## config.mk

```make
export PLATFORM = sky130hd
export DESIGN_NAME = fetch_queue
export DESIGN_NICKNAME = d
export VERILOG_FILES = /design/src/rtl/fetch_queue_pkg.sv /design/src/rtl/fetch_queue_wrap_ptr.sv /design/src/rtl/fetch_queue.sv
export SDC_FILE = /design/constraint.sdc
export NUM_CORES = 1
export LEC_CHECK = 0
export CAP_MARGIN = 25
export CORE_ASPECT_RATIO = 1.25
export CORE_MARGIN = 2
export CORE_UTILIZATION = 54
export CTS_CLUSTER_DIAMETER = 40
export DETAILED_ROUTE_END_ITERATION = 7
export PLACE_DENSITY = 0.82
export SYNTH_ARGS = -nofsm -noshare
export SYNTH_HDL_FRONTEND = slang
export SYNTH_SLANG_ARGS = --single-unit
```

## constraint.sdc

```tcl
create_clock -name clk -period 3.1 [get_ports clk]
set_input_delay 0.62 -clock clk [delete_from_list [all_inputs] [get_ports clk]]
set_output_delay 0.62 -clock clk [all_outputs]
set_load 0.1 [all_outputs]
```

## src/rtl/fetch_queue_pkg.sv

```systemverilog
// Shared types and defaults for the fetch-to-decode queue.
package fetch_queue_pkg;

  typedef struct packed {
    logic [31:0] pc;
    logic [31:0] inst;
  } fetch_dec_t;

  localparam int unsigned FQ_DEPTH_DEFAULT = 4;

  function automatic logic [63:0] fq_pack(logic [31:0] pc, logic [31:0] inst);
    fetch_dec_t p;
    p.pc   = pc;
    p.inst = inst;
    return p;
  endfunction

endpackage

```

## src/rtl/fetch_queue_wrap_ptr.sv

```systemverilog
// Mod-Depth pointer with explicit wrap, so Depth need not be a power of two.
module fetch_queue_wrap_ptr #(
  parameter int unsigned Depth = 4,
  localparam int unsigned PtrW = (Depth > 1) ? $clog2(Depth) : 1
) (
  input  logic            clk_i,
  input  logic            rst_ni,
  input  logic            clear_i,
  input  logic            inc_i,
  output logic [PtrW-1:0] ptr_o
);

  logic [PtrW-1:0] ptr_d, ptr_q;

  always_comb begin
    ptr_d = ptr_q;
    if (clear_i) begin
      ptr_d = '0;
    end else if (inc_i) begin
      ptr_d = (ptr_q == PtrW'(Depth - 1)) ? '0 : ptr_q + 1'b1;
    end
  end

  always_ff @(posedge clk_i or negedge rst_ni) begin
    if (!rst_ni) begin
      ptr_q <= '0;
    end else begin
      ptr_q <= ptr_d;
    end
  end

  assign ptr_o = ptr_q;

endmodule

```

## src/rtl/fetch_queue.sv

```systemverilog
// Multi-entry fetch-to-decode queue with flush, occupancy and almost-full reporting.
module fetch_queue
  import fetch_queue_pkg::*;
#(
  parameter int unsigned WIDTH     = $bits(fetch_dec_t),
  parameter int unsigned DEPTH     = FQ_DEPTH_DEFAULT,
  parameter int unsigned AF_THRESH = DEPTH - 1,
  localparam int unsigned PtrW     = $clog2(DEPTH),
  localparam int unsigned CntW     = $clog2(DEPTH + 1)
) (
  input  logic             clk,
  input  logic             reset,
  input  logic             flush_i,
  input  logic             enq_valid_i,
  output logic             enq_ready_o,
  input  logic [WIDTH-1:0] enq_data_i,
  output logic             deq_valid_o,
  input  logic             deq_ready_i,
  output logic [WIDTH-1:0] deq_data_o,
  output logic [CntW-1:0]  count_o,
  output logic             almost_full_o
);

  logic [WIDTH-1:0] mem_q [DEPTH];
  logic [PtrW-1:0]  wr_ptr, rd_ptr;
  logic [CntW-1:0]  count_d, count_q;
  logic             enq_fire, deq_fire;

  // Ready/valid come only from registered count; flush voids both handshakes.
  assign enq_ready_o = (count_q != CntW'(DEPTH));
  assign deq_valid_o = (count_q != '0);
  assign enq_fire    = enq_valid_i && enq_ready_o && !flush_i;
  assign deq_fire    = deq_valid_o && deq_ready_i && !flush_i;

  fetch_queue_wrap_ptr #(
    .Depth (DEPTH)
  ) u_wr_ptr (
    .clk_i   (clk),
    .rst_ni  (reset),
    .clear_i (flush_i),
    .inc_i   (enq_fire),
    .ptr_o   (wr_ptr)
  );

  fetch_queue_wrap_ptr #(
    .Depth (DEPTH)
  ) u_rd_ptr (
    .clk_i   (clk),
    .rst_ni  (reset),
    .clear_i (flush_i),
    .inc_i   (deq_fire),
    .ptr_o   (rd_ptr)
  );

  always_comb begin
    count_d = count_q;
    if (flush_i) begin
      count_d = '0;
    end else if (enq_fire && !deq_fire) begin
      count_d = count_q + 1'b1;
    end else if (deq_fire && !enq_fire) begin
      count_d = count_q - 1'b1;
    end
  end

  always_ff @(posedge clk or negedge reset) begin
    if (!reset) begin
      count_q <= '0;
    end else begin
      count_q <= count_d;
    end
  end

  // Storage is deliberately not reset; validity is tracked by count alone.
  always_ff @(posedge clk) begin
    if (enq_fire) begin
      mem_q[wr_ptr] <= enq_data_i;
    end
  end

  assign deq_data_o    = mem_q[rd_ptr];
  assign count_o       = count_q;
  assign almost_full_o = (32'(count_q) >= AF_THRESH);

endmodule

```

==> results.cfg <==
[logic_synthesis]
synth_area_leaders = edfxtp_1, mux4_2, dfrtp_1
synth-seq-cells = 263
netlist.area_leader.share_pct = 78.0
yosysTopAreaCell = edfxtp_1
netlist_area_um2 = 9860
synthDistinctLibCells = 34
syn_inst = 405
synth.avg_cell_area_um2 = 24.3
syn-num-nets = 480
ys_seq_area_share_pct = 79.8
synth_edf_count = 256
synth_warnings = 0
async_reset_ff_share_pct = 2.66
synth_top_flop_cell = edfxtp_1

[timing]
slew_headroom_pct = 69.7
hold_violations = 0
slew_viol_final = 0
hold_ws_ns = 0.377
timing.fmax_mhz = 353
finalSetupViolations = 0
period_needed_ns = 2.84
worstMarginPinSlew_ns = 0.455
fin_worst_skew_ns = 0.0105
rsz0062_at_grt = false
finalCritPeriodShare_pct = 91.5
tns_ns = 0

[layout]
register_area_um2 = 7870
nets = 643
final_area_um2 = 13000
nFillCells = 1037
drive_gt1_share_pct = 33.8
multi_input_area_um2 = 1850
syn_to_final_growth_pct = 32.2

[clock_network]
cts_root_buffer = clkbuf_16
cts_sinks = 263
cts_tree = yes
clockBufferDepth = 3
cts_hold_buffers = 0
htree_levels = 1
clk_latency_ns = 0.51
cts_buffers = 26
clk_pin_slew_ns = 0.06

[power]
ir_drop_v = 0.000736
p_leak_uw = 0.00432
power_uw = 10700
p_per_area_nw_per_um2 = 822

[floorplan]
initial_utilization_pct = 54.7
io_pins = 139
die_area_um2 = 19400
fp.dieH_um = 155
core_area_um2 = 18000
placementRows = 55
die_w_um = 125

[setup_path]
slowest_delay_ns = 0.71
crit_cells = 3
reg2reg_to = count_o[2]
cp_max_fo = 29
critical_path_class = reg2out
crit_path_end_kind = output port
critical_path.top_delay_family = flip-flops
reg2reg_slack_ns = 0.64
cp_num_buf_inv = 2
ff2ff_path_depth = 7
cpMaxStageDelayCell = dfrtp_4
r2r-start = count_o[0]
critPathLaunchType = register
crit_required_ns = 2.48
crit_arrival_ns = 2.22
cp_cell_sequence = buf_4, mux4_2, buf_12

[routing]
first_pass_iters = 5
remaining_drc_errors = 0
avgViaCountPerCell = 5.57
postRouteAntennaNets = 0
vias = 4550
drtIter0Drc = 308
totalWireLength_um = 18000
avgRoutedWirePerCell_um = 22.0

[place]
gp_congestion = 0.838
port-buffer-count = 138
hpwl_um = 10900
dpl_cell_area_um2 = 12200

[grt]
grt_usage_pct = 18.6
first_global_vias = 4955
grt_overflow = 0
antenna_found_initial = 1
grt_max_degree = 33
grt_first_pass_wirelength_um = 27900

[hold_path]
hp-class = in2async

[job]
drv_cap = 0

[status]
status = completed
[worst reg2reg max path, delay by kind of cell (launching register included)]
family	cells	cell delay (ns)
adder cells (fa/ha/maj)	1	0.44
AND/OR/NAND/NOR	3	0.71
flip-flops	1	0.53
AO/OA/AOI/OAI	3	0.71
[worst max-delay path by stage]
stage	startpoint	endpoint	slack [ns]
detailed placement	flush_i	count_o[1]	0.29
floorplan	count_o[2]	count_o[2]	0.28
finish	u_rd_ptr.ptr_o[1]	deq_data_o[55]	0.26
CTS	u_rd_ptr.ptr_o[0]	deq_data_o[4]	0.03
global route	u_rd_ptr.ptr_o[1]	deq_data_o[55]	0.17
global placement	flush_i	count_o[1]	0.44
[per-stage QoR]
step	util, %	setup WS [ns]	instances
CTS	72.1	0.0348	815
floorplan	-	0.277	405
global route	72.2	0.173	816
global placement	67.8	0.439	767
finish	72.3	0.264	817
detailed placement	67.8	0.293	767
[routing by layer]
metal | GRT usage, % | part of all wire (%) | vias up
li1 | - | - | 2045
met1 | 25.1 | 40 | 2315
met2 | 32.2 | 53 | 161
met3 | 2.85 | 5.4 | 29
met4 | 5.24 | 1.9 | 0
met5 | 0 | 0 | -
[final cells by class]
cell class,count,area share [%]
diodes,1,0.0192
clock buffers,30,5.27
clock inverters,18,0.701
inverters,6,0.173
multi-input cells,116,14.2
flip-flops and latches,263,60.4
well taps,228,2.19
repair buffers,155,17.1
[cells in the final DEF, fill, tap and decap left out, types with 2 or more instances in the layout]
master,count
inv_1,6
buf_4,16
nand3b_1,2
clkbuf_16,27
nand2b_1,2
clkbuf_1,3
clkinv_2,9
dfrtp_1,5
edfxtp_1,256
or3_1,3
clkinv_1,6
and2_4,4
clkinvlp_4,2
ha_1,5
mux2i_1,3
buf_12,71
o21ai_0,2
nor2_1,6
a21oi_1,5
nand3_1,4
clkdlybuf4s50_1,68
dfrtp_4,2
mux4_2,64
[cell usage after synthesis (2+ instances only)]
cell,instances
a21oi_1,5
and2_1,5
buf_2,9
buf_4,3
buf_6,5
clkbuf_1,2
dfrtp_1,7
edfxtp_1,256
ha_1,5
inv_1,6
mux2i_1,3
mux4_2,64
nand2b_1,2
nand3_1,4
nand3b_1,2
nor2_1,6
o21ai_0,2
or3_1,3
[sequential cells by signal (all words and copies together), names as in the netlist]
| register | cells |
|---|---|
| mem_q | 256 |
| count_o | 3 |
| u_rd_ptr.ptr_o | 2 |
| u_wr_ptr.ptr_o | 2 |
[cell families (layout without fill, tap and decap cells)]
family,count (synthesis),in the layout,synth area share (%)
other cells,0,1,0
simple gates,25,25,1.48
xor+xnor,1,1,0.0889
fa+ha+maj,6,6,0.838
compound gates,17,17,1.31
flops,263,263,79.8
buf+inv,26,209,1.60
mux,67,67,14.9
[power by group]
part	switching, µW	internal, µW	total [µW]	leakage (µW)
Sequential	121	4070	4190	0.00241
Clock	1220	1590	2810	0.000386
Combinational	2360	1360	3710	0.00152
[repair_timing]
item / CTS / global route
setup endpoints to repair: 0 / 23
gates resized for setup: 0 / 0
endpoints found under the hold margin: 0 / 0
buffers inserted: 0 / 1
(Power assumes the default switching activity.)
==> edit, RTL diff (config.mk and constraints unchanged) <==
`FQ_DEPTH_DEFAULT`: 4 -> 8.
--- a/src/rtl/fetch_queue_pkg.sv
+++ b/src/rtl/fetch_queue_pkg.sv
@@ -7,5 +7,5 @@
   } fetch_dec_t;
 
-  localparam int unsigned FQ_DEPTH_DEFAULT = 4;
+  localparam int unsigned FQ_DEPTH_DEFAULT = 8;
 
   function automatic logic [63:0] fq_pack(logic [31:0] pc, logic [31:0] inst);
Ports: changed (resized count_o); port bits go from 139 to 140. No check against the original RTL was run, so the function may have changed too.
==> edit against the unedited design <==
  * Sequential cell count grew 259
  * Routed wire length is 130% higher
  * Core utilization decreased by 3.7 points
  * Area after synthesis grew 100%
  * Power rose by 120%
  * Cell area increased by 91%
  * Via count rose by 100%
  * Worst setup slack lost 250 ps
  * Sequential share of layout area increased by 2.3 points
  * Critical path type unchanged
  * Critical endpoint is now deq_data_o[38]
  * Largest cell class unchanged
  * Highest routed layer unchanged
==> edit: results <==
group,metric,value,unit
yosys,synthesis.nets,900,
placed_design,numPortBuffers,139,
detailed_routing,drt_iter0_drc,898,
status,status,"complete, no violations",
global_route,grt_util_met3,0.0355,
yosys,synth_area_leaders,"edfxtp_1, mux4_2, mux2_2, dfrtp_1, buf_6",
detailed_routing,wl_per_cell,26.5,um
yosys,synth_top_area_frac,0.770,
worst_setup_path,arrival,2460,ps
placed_design,dpl-instance-area,22900,um2
power_and_ir_drop,p_comb_frac,0.368,
final_layout,stdcell_count,1542,
global_route,use_met1,0.269,
clock_network,cts_root_buf,"clkbuf_16",
worst_setup_path,cp_slowest_cell,"mux4_2",
placed_design,gp_congestion,0.759,
power_and_ir_drop,peakVddDrop,0.681,mV
global_route,grt_pass1_vias,9807,
timing,tightest_slew,649,ps
timing,finalClockSkew,30.0,ps
final_layout,largest_reg_flops,512,
global_route,grt_pass1_wl,60600,um
detailed_routing,wl_met2,22300,um
worst_setup_path,cp_max_fo,7,
yosys,synth_sequential_area_ratio,0.783,
placed_design,place_inst,1434,
worst_setup_path,timing.critical_path.to,"deq_data_o[38]",
yosys,synth-edff-count,512,
yosys,synthArstFlopShare,0.0192,
worst_setup_path,rr_endpoint,"count_o[3]$_DFFE_PN0P_",
clock_network,clk_latency,590,ps
yosys,synth-compound-area-share,0.00633,
power_and_ir_drop,p_int,15.3,mW
global_route,track_usage,0.214,
detailed_routing,vias_per_cell,5.91,
worst_setup_path,cp-startpoint,"u_rd_ptr.ptr_o[0]$_DFFE_PN0P_",
detailed_routing,routed-wl-met3,2390,um
worst_setup_path,cp_slowest_stage_delay,530,ps
timing,finalSetupViolations,0,
placed_design,dpl.hpwl,21500,um
yosys,muxShareOfSynthArea,0.182,
power_and_ir_drop,power,23.1,mW
final_layout,drive_above_1_share,0.384,
clock_network,numCtsBuffers,51,
worst_setup_path,rrSetupSlack,540,ps
power_and_ir_drop,p_leak,8.00,nW
final_layout,multi_input_area,4200,um2
placed_design,dpl_worst_slack,391,ps
yosys,synthXorXnorAreaFrac,0.00132,
detailed_routing,wirelength_met1,15400,um
yosys,synth_fa_ha_area_frac,0.00476,
yosys,synth_cell_types,40,
global_route,grt_max_degree,54,
timing,whs,377,ps
yosys,synthTopCellsByCount,"edfxtp_1, mux4_2, mux2_2",
-- edit: repair_timing --
action / CTS / global route
hold buffers: 0 / 0
cloned: 2 / 3
endpoints found under the setup margin: 61 / 34
setup buffers: 6 / 1
gates resized for setup: 13 / 5
hold endpoints to repair: 0 / 0
-- edit: how the worst min path moves through the flow --
stage                                         end
CTS                        count_o[3]$_DFFE_PN0P_
global route               count_o[0]$_DFFE_PN0P_
finish              u_rd_ptr.ptr_o[0]$_DFFE_PN0P_
detailed placement  u_wr_ptr.ptr_o[0]$_DFFE_PN0P_
floorplan                  count_o[1]$_DFFE_PN0P_
global placement    u_wr_ptr.ptr_o[0]$_DFFE_PN0P_
-- edit: layout make-up --
| class | instances | area share |
|---|---|---|
| repair buffers | 182 | 0.108 |
| multi-input cells | 257 | 0.168 |
| diodes | 1 | 0.000100 |
| clock inverters | 36 | 0.0194 |
| flip-flops and latches | 522 | 0.627 |
| clock buffers | 59 | 0.0524 |
| well taps | 480 | 0.0241 |
| inverters | 5 | 0.000753 |
